### src/rtl/midi_msg_transmitter_pkg.sv
// Shared MIDI definitions: status nibbles, message payload, FSM states and
// the status-byte to message-length lookup.
package midi_defs;

  localparam int unsigned CLKS_PER_BIT_31250 = 3200;
  localparam int unsigned BYTE_W = 8;
  localparam int unsigned CNT_W  = 2;

  localparam logic [3:0] NOTE_OFF = 4'h8;
  localparam logic [3:0] NOTE_ON  = 4'h9;
  localparam logic [3:0] POLY_AT  = 4'hA;
  localparam logic [3:0] CTRL     = 4'hB;
  localparam logic [3:0] PROG     = 4'hC;
  localparam logic [3:0] CHAN_AT  = 4'hD;
  localparam logic [3:0] PITCH    = 4'hE;
  localparam logic [3:0] SYS      = 4'hF;

  typedef struct packed {
    logic [BYTE_W-1:0] status;
    logic [BYTE_W-1:0] data1;
    logic [BYTE_W-1:0] data2;
  } midi_msg_t;

  typedef enum logic [1:0] {
    ST_IDLE,
    ST_LOAD,
    ST_SEND
  } tx_state_t;

  // Bytes on the wire for a given status byte, before running-status removal.
  function automatic logic [CNT_W-1:0] msg_len(input logic [BYTE_W-1:0] s);
    logic [CNT_W-1:0] n;
    n = CNT_W'(0);
    case (s[7:4])
      NOTE_OFF, NOTE_ON, POLY_AT, CTRL, PITCH: n = CNT_W'(3);
      PROG, CHAN_AT:                           n = CNT_W'(2);
      SYS:                                     n = CNT_W'(1);
      default:                                 n = CNT_W'(0);
    endcase
    return n;
  endfunction

  function automatic logic is_channel(input logic [BYTE_W-1:0] s);
    return s[7] && (s[7:4] != SYS);
  endfunction

  // System-common range F0-F7, which cancels running status.
  function automatic logic is_common(input logic [BYTE_W-1:0] s);
    return (s[7:3] == 5'b11110);
  endfunction

endpackage

### src/rtl/midi_msg_transmitter_if.sv
// Message handshake between a producer and the MIDI transmitter.
interface midi_msg_transmitter_if;
  import midi_defs::*;

  logic      msg_valid;
  midi_msg_t msg;
  logic      msg_ready;

  modport master (output msg_valid, output msg, input msg_ready);
  modport slave  (input msg_valid, input msg, output msg_ready);
endinterface

### src/rtl/midi_msg_transmitter_uart_tx.sv
// 8N1 serializer: start bit, 8 data bits LSB first, stop bit, each held
// CLKS_PER_BIT cycles; done is high during the final stop-bit cycle.
module midi_uart_tx #(
  parameter int unsigned CLKS_PER_BIT = 3200
) (
  input  logic       clk,
  input  logic       reset,
  input  logic       start,
  input  logic [7:0] data,
  output logic       tx,
  output logic       done,
  output logic       busy
);
  localparam int unsigned CNT_W = $clog2(CLKS_PER_BIT);
  localparam logic [CNT_W-1:0] LAST_CLK = CNT_W'(CLKS_PER_BIT - 1);
  localparam logic [CNT_W-1:0] DONE_CLK = CNT_W'(CLKS_PER_BIT - 2);
  localparam logic [3:0]       STOP_BIT = 4'd9;

  logic [8:0]       shift_q;
  logic [CNT_W-1:0] baud_q;
  logic [3:0]       bit_q;

  // shift_q holds the bits still to be driven: data then the stop bit.
  always_ff @(posedge clk or posedge reset) begin
    if (reset) begin
      tx      <= 1'b1;
      done    <= 1'b0;
      busy    <= 1'b0;
      shift_q <= '1;
      baud_q  <= '0;
      bit_q   <= '0;
    end else begin
      done <= busy && (bit_q == STOP_BIT) && (baud_q == DONE_CLK);
      if (!busy) begin
        if (start) begin
          shift_q <= {1'b1, data};
          tx      <= 1'b0;
          busy    <= 1'b1;
          baud_q  <= '0;
          bit_q   <= '0;
        end
      end else if (baud_q == LAST_CLK) begin
        baud_q <= '0;
        if (bit_q == STOP_BIT) begin
          busy <= 1'b0;
          tx   <= 1'b1;
        end else begin
          bit_q   <= bit_q + 4'd1;
          tx      <= shift_q[0];
          shift_q <= {1'b1, shift_q[8:1]};
        end
      end else begin
        baud_q <= baud_q + CNT_W'(1);
      end
    end
  end
endmodule

### src/rtl/midi_msg_transmitter.sv
// MIDI message transmitter: accepts {status, data1, data2} messages and sends
// the bytes the status calls for, optionally dropping repeated channel status.
module midi_msg_transmitter
  import midi_defs::*;
#(
  parameter int unsigned CLKS_PER_BIT   = CLKS_PER_BIT_31250,
  parameter int unsigned RUNNING_STATUS = 1
) (
  input  logic                  clk,
  input  logic                  reset,
  midi_msg_transmitter_if.slave mi,
  output logic                  midi_tx,
  output logic                  busy,
  output logic                  byte_done,
  output logic                  bad_msg
);
  tx_state_t         state_q, state_d;
  midi_msg_t         msg_q, msg_d;
  logic [CNT_W-1:0]  remain_q, remain_d;
  logic [CNT_W-1:0]  idx_q, idx_d;
  logic [BYTE_W-1:0] last_status_q, last_status_d;
  logic              msg_ready_q;
  logic              busy_d, bad_d;

  logic [BYTE_W-1:0] acc_status;
  logic [CNT_W-1:0]  acc_len;
  logic              acc_skip;

  logic              uart_start_c;
  logic [BYTE_W-1:0] uart_byte_c;
  logic              uart_done, uart_busy;

  assign mi.msg_ready = msg_ready_q;
  assign byte_done    = uart_done;

  assign acc_status = mi.msg.status;
  assign acc_len    = msg_len(acc_status);
  assign acc_skip   = (RUNNING_STATUS != 0) && is_channel(acc_status)
                      && (acc_status == last_status_q);

  always_ff @(posedge clk or posedge reset) begin
    if (reset) begin
      state_q       <= ST_IDLE;
      msg_q         <= '0;
      remain_q      <= '0;
      idx_q         <= '0;
      last_status_q <= '0;
      msg_ready_q   <= 1'b1;
      busy          <= 1'b0;
      bad_msg       <= 1'b0;
    end else begin
      state_q       <= state_d;
      msg_q         <= msg_d;
      remain_q      <= remain_d;
      idx_q         <= idx_d;
      last_status_q <= last_status_d;
      msg_ready_q   <= (state_d == ST_IDLE);
      busy          <= busy_d;
      bad_msg       <= bad_d;
    end
  end

  // idx_q walks status/data1/data2; a suppressed status starts it at data1.
  always_comb begin
    state_d       = state_q;
    msg_d         = msg_q;
    remain_d      = remain_q;
    idx_d         = idx_q;
    last_status_d = last_status_q;
    bad_d         = 1'b0;
    uart_start_c  = 1'b0;
    uart_byte_c   = msg_q.status;
    unique case (state_q)
      ST_IDLE: begin
        if (mi.msg_valid && msg_ready_q) begin
          msg_d    = mi.msg;
          remain_d = acc_len - CNT_W'(acc_skip);
          idx_d    = CNT_W'(acc_skip);
          bad_d    = ~acc_status[7];
          state_d  = ST_LOAD;
          if (is_channel(acc_status)) begin
            last_status_d = acc_status;
          end else if (is_common(acc_status)) begin
            last_status_d = '0;
          end
        end
      end
      ST_LOAD: begin
        if (remain_q == '0) begin
          state_d = ST_IDLE;
        end else if (!uart_busy) begin
          uart_start_c = 1'b1;
          state_d      = ST_SEND;
          case (idx_q)
            CNT_W'(0): uart_byte_c = msg_q.status;
            CNT_W'(1): uart_byte_c = msg_q.data1;
            default:   uart_byte_c = msg_q.data2;
          endcase
        end
      end
      ST_SEND: begin
        if (uart_done) begin
          remain_d = remain_q - CNT_W'(1);
          idx_d    = idx_q + CNT_W'(1);
          state_d  = (remain_q == CNT_W'(1)) ? ST_IDLE : ST_LOAD;
        end
      end
      default: state_d = ST_IDLE;
    endcase
    busy_d = (state_d != ST_IDLE);
  end

  midi_uart_tx #(
    .CLKS_PER_BIT(CLKS_PER_BIT)
  ) u_uart (
    .clk   (clk),
    .reset (reset),
    .start (uart_start_c),
    .data  (uart_byte_c),
    .tx    (midi_tx),
    .done  (uart_done),
    .busy  (uart_busy)
  );
endmodule

### src/flat_wrapper.sv
// flat-port wrapper written by rule: the top's interface ports become plain ports
module midi_msg_transmitter_flat import midi_defs::*;
#(
  parameter int unsigned CLKS_PER_BIT   = CLKS_PER_BIT_31250,
  parameter int unsigned RUNNING_STATUS = 1
)
  (clk, reset, midi_tx, busy, byte_done, bad_msg, mi_msg_valid, mi_msg, mi_msg_ready);
  midi_msg_transmitter_if mi_i ();
  input  logic clk;
  input  logic reset;
  output logic midi_tx;
  output logic busy;
  output logic byte_done;
  output logic bad_msg;
  input wire logic [$bits(mi_i.msg_valid)-1:0] mi_msg_valid;
  input wire logic [$bits(mi_i.msg)-1:0] mi_msg;
  output wire logic [$bits(mi_i.msg_ready)-1:0] mi_msg_ready;
  assign mi_i.msg_valid = mi_msg_valid;
  assign mi_i.msg = mi_msg;
  assign mi_msg_ready = mi_i.msg_ready;
  midi_msg_transmitter #(.CLKS_PER_BIT(CLKS_PER_BIT), .RUNNING_STATUS(RUNNING_STATUS)) u_core (.clk(clk), .reset(reset), .mi(mi_i), .midi_tx(midi_tx), .busy(busy), .byte_done(byte_done), .bad_msg(bad_msg));
endmodule
### config.mk
export PLATFORM = sky130hd
export DESIGN_NAME = midi_msg_transmitter_flat
export DESIGN_NICKNAME = d
export VERILOG_FILES = /design/src/rtl/midi_msg_transmitter_pkg.sv /design/src/rtl/midi_msg_transmitter_if.sv /design/src/rtl/midi_msg_transmitter_uart_tx.sv /design/src/rtl/midi_msg_transmitter.sv /design/src/flat_wrapper.sv
export SDC_FILE = /design/constraint.sdc
export NUM_CORES = 1
export LEC_CHECK = 0
export CAP_MARGIN = 40
export CORE_ASPECT_RATIO = 1.1
export CORE_MARGIN = 3
export CORE_UTILIZATION = 60
export DETAILED_ROUTE_END_ITERATION = 8
export MAX_ROUTING_LAYER = met4
export PLACE_DENSITY = 0.83
export SYNTH_ARGS = -nofsm -noshare
export SYNTH_HDL_FRONTEND = slang
export SYNTH_SLANG_ARGS = --single-unit
export TNS_END_PERCENT = 20
### constraint.sdc
create_clock -name clk -period 5.7 [get_ports clk]
set_input_delay 1.71 -clock clk [delete_from_list [all_inputs] [get_ports clk]]
set_output_delay 1.71 -clock clk [all_outputs]
set_load 0.005 [all_outputs]
==> metrics.cfg, run 1 <==
[run_status]
status=completed

[timing]
timing.final.crit_share_pct=66.0
rsz0062_at_grt=false
finalSetupViolations=0
period_needed_ns=3.76
tightestPinTransition_ns=0.820
fin_tns_setup_ns=0
hold_violations=0
fin_worst_skew_ns=0.00651
clock.fmax_mhz=266
max_slew_margin_pct=44.9
drv_slew=0

[critical_path]
worst-path-max-fanout=3
crit_path_start_kind=input pin
end_kind=register
crit_family=simple AND/OR/NAND/NOR gates
crit_buf_inv=1
arrival_ns=4.01
path_cells=clkdlybuf4s50_1, xor2_1, a211o_1, or4_1, nor4_2, ha_1, xnor2_1, nor2_1, a221oi_1
max_stage_delay_ns=0.53
worst-setup-path-type=in -> reg
cp.required_ns=5.95
crit_slowest_cell=or4_1

[die]
core_area_um2=5200
num_rows=27
start_util_pct=64.6
dieArea_um2=6530
chipWidth_um=77.3
dieHeight_um=84.5
ioPinCount=32

[layout]
n_fill_cell=389
area_delta_synth_final_pct=16.8
layout-drive-gt1-share_pct=11.8
nNetsFinal=422
fin_util_pct=75.4
seqCellArea_um2=1710
n_antenna_cell=0
multi_input_area_um2=1520

[pwr]
power.internal_mw=0.720
p_clk_share_pct=43.0
fin_total_pwr_mw=0.911
combPwrFrac_pct=4.0
power.leakage_nw=1.83
power_frac_seq_pct=53.0
p_sw_mw=0.190
p_sw_share_pct=20.9
p_per_area_nw_per_um2=232
max-vdd-ir-drop_mv=0.164

[global_routing]
grt_pass1_vias=2604
grt.overflow.total=0
grt_usage_pct=24.5
antenna_found_initial=0
grt_max_degree=35
grt_pass1_wl_um=12200

[route]
wl_per_cell_um=15.6
dr.pass1.iters=5
ant_nets=0
first_iter_violations=133
drc=0
vias=2637
via_per_inst=5.70
routed_wl_um=7240

[logic_synthesis]
async_reset_ff_share_pct=100
synth-edff-count=0
ys_seq_area_share_pct=51.0
synthFlopType=dfrtp_1
syn_nets=390
yosys_warnings=0
synth_area_um2=3360
syn_inst=354
syn_avg_cell_area_um2=9.49
ys_ff_latch=68
synth_cell_types=48

[clock_network]
cts.clk_slew.worst_paths_ns=0.07
cts_buffers=9
cts_tree=done
htree_levels=3
cts-root-buf=clkbuf_8
clkLatencyLatePin_ns=0.35
cts_resized=0
max-clock-path-buffers=2
cts_setup_buffers=0
cts_sinks=68
postCtsHoldBufs=0

[placement]
gp_congestion=0.840
port_buffers=31
dp_hpwl_um=5080

[min_path]
hold_path.class=reg -> reg

[run]
cap_violations=0

sequential cells by signal, summed over array words and instances, names as in the netlist:
signal and count:
u_core.u_uart.done 1, u_core.state_q 2, u_core.last_status_q 8, u_core.u_uart.shift_q 8, u_core.u_uart.tx 1, u_core.idx_q 2
u_core.busy 1, u_core.remain_q 2, u_core.bad_msg 1, u_core.u_uart.baud_q 12, u_core.u_uart.busy 1, u_core.mi.msg_ready 1
u_core.u_uart.bit_q 4, u_core.msg_q 24
metrics by stage:
step                hold WS, ns  instances  area (µm²)  setup slack, ns
floorplan                 0.446        354        3360             2.25
global placement          0.459        446        3700             1.67
detailed placement        0.466        447        3720             1.60
CTS                       0.481        463        3920             1.94
global route              0.500        463        3920             1.81
finish                    0.482        463        3920             1.94
final cells by class:
type                            count  area share (%)
Timing Repair Buffer               35            9.00
Multi-Input combinational cell    259            38.6
Inverter                           13            1.24
Sequential cell                    68            43.7
Tap cell                           72            2.30
Clock buffer                       16            5.11
final timing paths:
kind,end,depth (start not counted),slack [ns],from
setup / recovery,u_core.remain_q[1]$_DFFE_PP0P_,9,1.94,mi_msg[16]
hold / removal,u_core.msg_q[15]$_DFFE_PP0P_,2,0.48,u_core.msg_q[15]$_DFFE_PP0P_
setup reg to reg,u_core.u_uart.bit_q[0]$_DFFE_PP0P_,7,2.97,u_core.remain_q[0]$_DFFE_PP0P_
hold reg to reg,u_core.msg_q[15]$_DFFE_PP0P_,2,0.48,u_core.msg_q[15]$_DFFE_PP0P_
max in group asynchronous,u_core.u_uart.shift_q[2]$_DFFE_PP1P_,4,3.20,reset
min in group asynchronous,u_core.u_uart.bit_q[3]$_DFFE_PP0P_,2,1.60,reset
worst register-to-register path, delay by kind of cell (launching register included):
| family | cells | cell delay (ns) |
|---|---|---|
| AOI/OAI and AO/OA | 1 | 0.36 |
| buffers and inverters | 2 | 0.25 |
| DFF | 1 | 0.41 |
| and+or+nand+nor | 2 | 0.99 |
| adders and majority gates | 1 | 0.22 |
| muxes | 1 | 0.38 |
cells in the mapped netlist (4+ instances only):
| cell | instances | area share, % |
|---|---|---|
| o21ai_0 | 26 | 3.9 |
| a22o_1 | 8 | 2.1 |
| clkbuf_1 | 9 | 1.0 |
| nor4_1 | 4 | 0.75 |
| a21o_1 | 5 | 1.1 |
| ha_1 | 9 | 3.4 |
| dfrtp_1 | 58 | 43 |
| mux2_2 | 8 | 2.7 |
| nand2_1 | 98 | 11 |
| nor3_1 | 6 | 0.89 |
| dfstp_2 | 10 | 7.8 |
| inv_1 | 12 | 1.3 |
| nand3_1 | 8 | 1.2 |
| a22oi_1 | 5 | 1.1 |
| a21oi_1 | 9 | 1.3 |
| nor2_1 | 17 | 1.9 |
| xor2_1 | 8 | 2.1 |
| a2bb2oi_1 | 6 | 1.6 |
routing by layer:
metal | global-route usage, % | wire length (µm)
met5 | - | 0
met4 | 12.6 | 176
met3 | 3.86 | 216
met2 | 40.2 | 3640
met1 | 29.1 | 3210
kinds of logic (layout without fill, tap and decap cells):
family                     Yosys count  in the layout  share of synthesized area, %
muxes                                8              8                          2.68
adders and majority gates            9              9                          3.35
buffers and inverters               27             64                          3.84
and+or+nand+nor                    153            153                          20.4
xor gates and xnor gates            11             11                          2.87
AOI/OAI and AO/OA                   78             78                          15.8
DFF                                 68             68                          51.0
power by group through the flow:
| stage | Sequential [mW] | Combinational [mW] | Clock [mW] |
|---|---|---|---|
| after floorplan | 0.492 | 0.0105 | 0 |
| after global placement | 0.492 | 0.0347 | 0 |
| after detailed placement | 0.492 | 0.0368 | 0 |
| after CTS | 0.483 | 0.0368 | 0.397 |
| after global routing | 0.482 | 0.0403 | 0.414 |
| final | 0.483 | 0.0363 | 0.391 |
layout by cell type, fill, tap and decap left out, drive strengths merged, types with 2 or more instances in the layout:
cell type and instances:
o22a 2, nand3 9, or4 2, nand4 2
a22oi 5, nor4 5, a221oi 2, nand2b 3
nand2 98, a21oi 10, dfstp 10, nor3 6
dfrtp 58, ha 9, buf 4, o22ai 3
clkbuf 16, a22o 8, o21ai 26, xor2 8
and3 2, nor2b 2, a31oi 3, inv 13
a21o 7, and2 2, nor2 17, mux2 8
xnor2 3, a2bb2oi 6, clkdlybuf4s50 31
Power figures use the tool's default switching activity.
==> inputs of run 2 (changes only) <==
- CORE_UTILIZATION: 60 -> 57
- PLACE_DENSITY: 0.83 -> 0.79
- clock period: 5.7 -> 3.9 ns (I/O delays scaled with it)
==> metrics.cfg, run 2 (synthesized netlist as in run 1, its figures left out) <==
[clock_network]
clkLatencyLatePin_ns=0.34  ; was 0.35 ns
htree_levels=3  ; unchanged
cts_tree=done  ; unchanged
cts.clk_slew.worst_paths_ns=0.07  ; about the same
max-clock-path-buffers=2  ; unchanged
cts_buffers=9  ; unchanged
cts_setup_buffers=0  ; unchanged
postCtsHoldBufs=0  ; unchanged
cts_resized=0  ; unchanged
cts_sinks=68  ; unchanged
cts-root-buf=clkbuf_8  ; unchanged

[pwr]
p_per_area_nw_per_um2=334  ; was 232 nW/µm²
power.leakage_nw=1.82  ; was 1.83 nW
fin_total_pwr_mw=1.30  ; was 0.911 mW
max-vdd-ir-drop_mv=0.231  ; was 0.164 mV

[timing]
hold_violations=0  ; unchanged
fin_hold_ws_ns=0.481  ; was 0.482 ns
max_slew_margin_pct=40.8  ; was 44.9%
clock.fmax_mhz=313
fin_worst_skew_ns=0.00817  ; was 0.00651 ns
rsz0062_at_grt=false  ; unchanged
fin_tns_setup_ns=0  ; unchanged
timing.final.crit_share_pct=81.9
tightestPinTransition_ns=0.882  ; was 0.820 ns
drv_slew=0  ; unchanged
period_needed_ns=3.19
finalSetupViolations=0  ; unchanged

[die]
core_area_um2=5540  ; was 5200 µm²
num_rows=28  ; was 27
chipWidth_um=79.2  ; was 77.3 µm
dieHeight_um=86.5  ; was 84.5 µm
dieArea_um2=6850  ; was 6530 µm²
ioPinCount=32  ; unchanged
start_util_pct=60.7  ; was 64.6%

[global_routing]
grt_usage_pct=23.9  ; was 24.5%
grt.overflow.total=0  ; unchanged
grt_pass1_vias=2644  ; was 2604
grt_pass1_wl_um=12300  ; was 12200 µm
grt_max_degree=69  ; was 35
antenna_found_initial=0  ; unchanged

[layout]
n_fill_cell=449  ; was 389
seqCellArea_um2=1710  ; unchanged
layout_commonest_cell=nand2_1  ; unchanged
area_delta_synth_final_pct=16.3  ; was 16.8%
layout_common_cells=nand2_1, dfrtp_1, clkdlybuf4s50_1, o21ai_0, nor2_1  ; unchanged
layout-drive-gt1-share_pct=12.1  ; was 11.8%
fin_area_um2=3910  ; was 3920 µm²
multi_input_area_um2=1520  ; unchanged
largest_reg_flops=24  ; unchanged
regMostFlops=u_core.msg_q  ; unchanged
n_antenna_cell=0  ; unchanged
largestRegisters=u_core.msg_q x24, u_core.u_uart.baud_q x12  ; unchanged
nNetsFinal=421  ; was 422

[critical_path]
end_kind=register  ; unchanged
rrSetupSlack_ns=1.22  ; was 2.97 ns
reg2reg_to=u_core.u_uart.bit_q[0]$_DFFE_PP0P_  ; unchanged
crit_path_start_kind=input pin  ; unchanged
cp.required_ns=4.14  ; was 5.95 ns
worst-path-max-fanout=3  ; unchanged
ff2ff_path_depth=7  ; unchanged
worst-setup-path-type=in -> reg  ; unchanged
arrival_ns=3.43  ; was 4.01 ns
worstReg2RegStart=u_core.remain_q[0]$_DFFE_PP0P_  ; unchanged

[route]
wl_per_cell_um=15.2  ; was 15.6 µm
drc=0  ; unchanged
ant_nets=0  ; unchanged
dr.pass1.iters=5  ; unchanged
via_per_inst=5.64  ; was 5.70
vias=2621  ; was 2637
routed_wl_um=7060  ; was 7240 µm
first_iter_violations=206  ; was 133

[run]
cap_violations=0  ; unchanged

[min_path]
hold_path.class=reg -> reg  ; unchanged
worst_hold_path.endpoint=u_core.msg_q[2]$_DFFE_PP0P_  ; was u_core.msg_q[15]$_DFFE_PP0P_
min_delay_path_depth=2  ; unchanged
min-delay-start=u_core.msg_q[2]$_DFFE_PP0P_  ; was u_core.msg_q[15]$_DFFE_PP0P_

[placement]
port_buffers=31  ; unchanged
dp_hpwl_um=4760  ; was 5080 µm
gp_congestion=0.831  ; was 0.840
place_area_um2=3720  ; about the same

[run_status]
status=completed  ; unchanged

==> run 2: metal layers <==
| layer | share of wire (%) | up-vias | routed length [µm] | track usage (%) |
|---|---|---|---|---|
| li1 | - | 1283 | - | - |
| met1 | 45 | 1269 | 3190 | 30.9 |
| met2 | 49 | 57 | 3470 | 37.2 |
| met4 | 2.0 | 0 | 143 | 10.3 |
| met3 | 3.8 | 12 | 268 | 4.16 |
| met5 | 0 | - | 0 | - |
==> run 2: through the flow <==
step	instances	worst slack (ns)	util [%]
after global routing	465	0.607	70.5
final	465	0.707	70.5
after global placement	449	0.397	67.2
after detailed placement	449	0.348	67.2
after floorplan	354	0.994	-
after CTS	465	0.713	70.5
==> run 2: worst max-delay path, cell delays in order <==
cell and delay, ns:
clkdlybuf4s50_1 0.45, xor2_1 0.18, a211o_1 0.26, or4_1 0.53, nor4_2 0.26, ha_1 0.29
a221oi_1 0.29
==> run 2: final cells by class <==
type	instances	share of cell area [%]
clock buffers	12	4.23
clock inverters	4	0.577
inverters	13	1.25
multi-input cells	259	38.8
flip-flops and latches	68	43.9
well taps	75	2.40
repair buffers	34	8.84
==> run 2: worst max path at each step <==
| stage | start | end | slack [ns] | cells past startpoint |
|---|---|---|---|---|
| floorplan | mi_msg[16] | u_core.remain_q[1]$_DFFE_PP0P_ | 0.99 | 8 |
| global placement | mi_msg[16] | u_core.remain_q[1]$_DFFE_PP0P_ | 0.40 | 9 |
| detailed placement | mi_msg[16] | u_core.remain_q[1]$_DFFE_PP0P_ | 0.35 | 9 |
| CTS | mi_msg[16] | u_core.remain_q[1]$_DFFE_PP0P_ | 0.71 | 9 |
| global route | mi_msg[22] | u_core.remain_q[1]$_DFFE_PP0P_ | 0.61 | 9 |
| finish | mi_msg[16] | u_core.remain_q[0]$_DFFE_PP0P_ | 0.71 | 7 |
==> run 2: report_power, final <==
| part | internal [mW] | leakage (nW) | switching, mW |
|---|---|---|---|
| logic | 0.0278 | 0.837 | 0.0242 |
| registers | 0.705 | 0.883 | 0 |
| clock network | 0.280 | 0.0982 | 0.266 |
==> RTL change 1 (config.mk and constraints of run 2) <==
`CLKS_PER_BIT_31250`: 3200 -> 6400.
--- a/src/rtl/midi_msg_transmitter_pkg.sv
+++ b/src/rtl/midi_msg_transmitter_pkg.sv
@@ -2,7 +2,7 @@
 // the status-byte to message-length lookup.
 package midi_defs;
 
-  localparam int unsigned CLKS_PER_BIT_31250 = 3200;
+  localparam int unsigned CLKS_PER_BIT_31250 = 6400;
   localparam int unsigned BYTE_W = 8;
   localparam int unsigned CNT_W  = 2;
 
Function: same outputs for any inputs over 10 cycles, from zero or initial values and one cycle with reset high; that may be too few to reach the edited logic, so the function may still have changed.
==> RTL change 1 against run 2 <==
  * Synthesized area increased by 5.9%
  * Sequential cell count is 1 higher
  * Highest routed layer unchanged
  * Worst setup slack gained 0.50 ns
  * Maximum frequency up 19%
  * Design area increased by 6.2%
  * Register-to-register slack gained 0.36 ns
  * Synthesized cell count grew 5.9%
  * Routed wire length rose by 8.4%
Power is not compared: it rests on default switching activity, and its combinational part moved more than twofold at a synthesized area within 25%.
==> RTL change 1: results (changes against run 2) <==
leading post-synthesis cells by cell area: dfrtp_1 42%, nand2_1 10%, dfstp_2 7.4%
syn_nets: 411 (+5.4%)
Starting DRT DRC Count: 178 (-14%)
synth cell count leaders: 96 x nand2_1, 59 x dfrtp_1, 23 x o21ai_0
# fillers: 460 (+2.4%)
Crit. Startpoint: mi_msg[21]
run status: finished, final reports clean
I/O Buffers: 31 (unchanged)
# diodes: 0 (unchanged)
Reg2Reg Launch Point: u_core.remain_q[0]
clock root buffer: clkbuf_8
Async SR Flop Fraction: 100% (unchanged)
First-pass DRT Iterations: 4 (-1)
Worst path top cell family by delay: buffers and inverters
HP Class: register to register
initial antenna violation count: 0 (unchanged)
DR vias/cell: 5.64 (about the same)
slowest cell on the critical path: clkdlybuf4s50_1
max_slew headroom: 49.2% (+8.4 points)
Worst Reg-to-Reg Cells: 6 (-1)
sequential fraction of the synthesis area: 48.9% (-2.2 points)
Placement Setup Slack: 0.850 ns (+0.503 ns)
post-CTS setup buffers: 0 (unchanged)
Leak: 1.84 nW
drt total wl: 7660 um (+8.4%)
Nets: 443 (+5.2%)
clock buffer depth: 2 (unchanged)
HP Start: u_core.msg_q[14]
YS warnings: 0 (unchanged)
number of distinct library cells after synthesis: 54 (+13%)
biggest regs: u_core.msg_q: 24 flops, u_core.u_uart.baud_q: 13 flops
H-tree Lvls: 3 (unchanged)
layout cells sized above 1: 10.4% (-1.6 points)
cell depth of the worst hold path: 2 (unchanged)
critical-path maximum fanout: 6 (+3)
VDD IR max: 0.000362 V
gr usage total: 24.6% (+0.78 points)
vias: 2758 (+5.2%)
Tcrit/Tclk final: 69.1% (-13 points)
pin count of the biggest net entering global routing: 41 (-41%)
Final GP Congestion: 0.920 (+11%)
first-pass GRT wire length: 13000 um (+5.8%)
latest clock arrival within the worst-skew pair: 0.33 ns
TritonCTS Buffers: 9 (unchanged)
Critical Path AT: 2.92 ns (-0.51 ns)
Syn Inst Count: 375 (+5.9%)
final setup skew: 0.00385 ns (-0.00432 ns)
Synth Flop Type: dfrtp_1
Cells after DPL: 473 (+5.3%)
Post-CTS Resized: 0 (unchanged)
HPWL Detailed: 5440 um (+14%)
top-count cell post-synth: nand2_1
slowest stage delay, CP: 0.59 ns (+0.06 ns)
clk slew on worst S/H paths: 0.07 ns (about the same)
-- RTL change 1: worst paths after layout --
path,end,slack [ns]
worst max-delay path,u_core.remain_q[1],1.21
worst min-delay path,u_core.msg_q[14],0.47
worst max register to register,u_core.u_uart.shift_q[0],1.58
worst min register to register,u_core.msg_q[14],0.47
max in group asynchronous,u_core.mi.msg_ready,1.95
min in group asynchronous,u_core.u_uart.baud_q[10],1.25
-- RTL change 1: final cells by class --
class                      instances  area (sq um)  share of cell area, %
tap                               77          96.3                   2.32
clock buffer                      15           166                   4.01
sequential                        69          1740                   42.0
timing repair buffer              35           353                   8.51
clock inverter                     1          30.0                  0.724
inverter                          13          48.8                   1.18
multi-input combinational        279          1710                   41.3
-- RTL change 1: kinds of logic (layout without fill, tap and decap cells) --
family                     after synthesis  count (layout)  share of synthesized area (%)
and+or+nand+nor                        174             174                           24.6
AOI/OAI and AO/OA                       74              74                           13.2
DFF                                     69              69                           48.9
buffers and inverters                   27              64                           3.41
xor gates and xnor gates                11              11                           2.71
muxes                                   11              11                           4.08
adders and majority gates                9               9                           3.17
-- RTL change 1: per-stage QoR --
step	cell area (sq um)	hold WS [ns]	utilization (%)
finish	4150	0.470	70.1
global route	4150	0.496	70.1
CTS	4150	0.470	70.1
detailed placement	3950	0.454	66.8
global placement	3950	0.451	66.8
floorplan	3560	0.437	-
-- RTL change 1: tightest hold or removal path: stages (launching register included) --
cell	delay, ns
dfrtp_1	0.33
nand2_1	0.05
nand2_1	0.06
-- RTL change 1: report_power, final --
group	switching, mW	total (mW)	internal, mW
logic	0.323	0.630	0.306
clock network	0.250	0.582	0.332
registers	0.177	1.13	0.956
total	0.751	2.35	1.59
-- RTL change 1: per-layer routing --
metal	track usage [%]	routed length [um]	vias to the layer above	part of all wire, %
li1	-	-	1364	-
met1	31.8	3540	1328	46
met2	38.1	3720	49	49
met3	3.87	225	17	2.9
met4	11.2	173	0	2.3
met5	-	0	-	0
==> RTL change 2 (settings of run 2) <==
Without the edit above. Encoding of `tx_state_t`: now one-hot (3 bits for 3 states).
--- a/src/rtl/midi_msg_transmitter_pkg.sv
+++ b/src/rtl/midi_msg_transmitter_pkg.sv
@@ -21,10 +21,10 @@
     logic [BYTE_W-1:0] data2;
   } midi_msg_t;
 
-  typedef enum logic [1:0] {
-    ST_IDLE,
-    ST_LOAD,
-    ST_SEND
+  typedef enum logic [2:0] {
+    ST_IDLE = 3'b001,
+    ST_LOAD = 3'b010,
+    ST_SEND = 3'b100
   } tx_state_t;
 
   // Bytes on the wire for a given status byte, before running-status removal.
Function: no difference found for any inputs over 10 cycles, from zero or initial values and one cycle with reset high; not proved beyond that.
==> RTL change 2 against run 2 <==
  * Worst setup slack better by 0.46 ns
  * Sequential share of layout area is 0.23 points higher
  * Synthesized area is 0.45% higher
  * Routed wire length is 5.7% lower
  * Global-route usage is 0.91 points lower
  * First-iteration DRC count is 43% lower
  * Sequential cell count is 1 higher
  * Maximum frequency is 17% higher
  * Design area is 0.99% higher
  * Total power is 4.2% higher
  * Cell count is 6.7% lower
  * Largest cell class unchanged
==> RTL change 2: results (changes against run 2) <==
run status: finished, final reports clean
VDD IR max: 0.000286 V (+24%)
slowest stage delay, CP: 0.57 ns (+0.04 ns)
synth cell count leaders: 61 x nand2_1, 58 x dfrtp_1, 18 x o21ai_0
PnR worst setup slack: 1.16 ns (+0.457 ns)
number of distinct library cells after synthesis: 51 (+6.3%)
slowest cell on the critical path: clkdlybuf4s50_1
sequential fraction of the synthesis area: 51.6% (+0.55 points)
final std cells w/o fill: 434 (-6.7%)
max_slew headroom: 46.1% (+5.3 points)
hold slack: 0.489 ns (+0.00813 ns)
Critical Path AT: 2.97 ns (-0.46 ns)
Worst path top cell family by delay: buffers and inverters
layout cells sized above 1: 16.4% (+4.4 points)
# diodes: 0 (unchanged)
vias in the first global route: 2584 (-2.3%)
Starting DRT DRC Count: 117 (-43%)
Nets: 390 (-7.4%)
HPWL Detailed: 4670 um (-2.1%)
DR vias/cell: 5.65 (+0.15%)
syn_nets: 355 (-9.0%)
Cells after DPL: 418 (-6.9%)
# fillers: 433 (-3.6%)
R2R setup slack: 1.60 ns (+0.38 ns)
first-pass GRT wire length: 11700 um (-5.0%)
drt total wl: 6660 um (-5.7%)
Compound-Gate Fraction of Synth Area: 14.3% (-1.6 points)
First-pass DRT Iterations: 4 (-1)
synthesized-area fraction occupied by adder cells: 3.34% (-0.015 points)
I/O Buffers: 31 (unchanged)
Placed Instance Area: 3750 sq um (+0.81%)
pin count of the biggest net entering global routing: 70 (+1.4%)
latest clock arrival within the worst-skew pair: 0.35 ns
initial antenna violation count: 0 (unchanged)
final setup skew: 0.0123 ns (+0.00416 ns)
Async SR Flop Fraction: 100% (unchanged)
critical-path maximum fanout: 6 (+3)
Final GP Congestion: 0.872 (+4.9%)
leading post-synthesis cells by cell area: dfrtp_1 43%, dfstp_2 8.6%, nand2_1 6.8%
Post-CTS Resized: 0 (unchanged)
Leak: 1.80 nW (-1.2%)
TritonCTS Buffers: 9 (unchanged)
mux contribution to synthesized area: 7.97% (+5.3 points)
Syn Inst Count: 319 (-9.9%)
Placement Setup Slack: 0.832 ns (+0.484 ns)
HP Class: register to register
H-tree Lvls: 3 (unchanged)
gr usage total: 23.0% (-0.91 points)
post-synthesis xor/xnor area fraction: 3.38% (+0.51 points)
RTL change 2: changes by cell type in the layout (fill, tap and decap cells not counted), moves of 5 or more:
cell       change
a2bb2oi_1      -5
mux2_2         +7
mux2_4         +6
nand2_1       -37
nor2_1         -6
o21ai_0        -8
o21ai_1        +6
xnor2_1        +6
RTL change 2: area by class of cell:
| cell class | instances | area (sq um) | area share, % |
|---|---|---|---|
| Inverter | 16 | 60.1 | 1.52 |
| Tap cell | 75 | 93.8 | 2.38 |
| Multi-Input combinational cell | 225 | 1520 | 38.4 |
| Timing Repair Buffer | 33 | 338 | 8.57 |
| Clock buffer | 15 | 166 | 4.22 |
| Clock inverter | 1 | 30.0 | 0.761 |
| Sequential cell | 69 | 1740 | 44.1 |
RTL change 2: report_power, final:
part           leakage, nW  total, mW  internal, mW  switching [mW]
combinational        0.812     0.0542        0.0292          0.0250
sequential           0.887      0.718         0.717         0.00128
clock               0.0979      0.585         0.332           0.253
total                 1.80       1.36          1.08           0.279
RTL change 2: path summary, 6_finish.rpt:
path / startpoint / endpoint / cells past startpoint
max in group asynchronous: reset / u_core.u_uart.shift_q[2] / 3
max reg2reg: u_core.remain_q[0] / u_core.u_uart.shift_q[0] / 6
min: u_core.msg_q[22] / u_core.msg_q[22] / 2
max: mi_msg[21] / u_core.remain_q[0] / 6
min reg2reg: u_core.msg_q[22] / u_core.msg_q[22] / 2
min in group asynchronous: reset / u_core.busy / 3
RTL change 2: per-layer routing:
metal	share of wire [%]	track usage (%)
met1	44	27.7
met2	50	36.1
met3	3.4	4.68
met4	3.1	12.7
met5	0	-
RTL change 2: worst register-to-register path: stages, from the launching register on:
cell and delay, ns:
dfrtp_1 0.45, inv_1 0.07, ha_1 0.25, nor4b_4 0.59, nand2_1 0.21, nand2_2 0.28
mux2_2 0.38
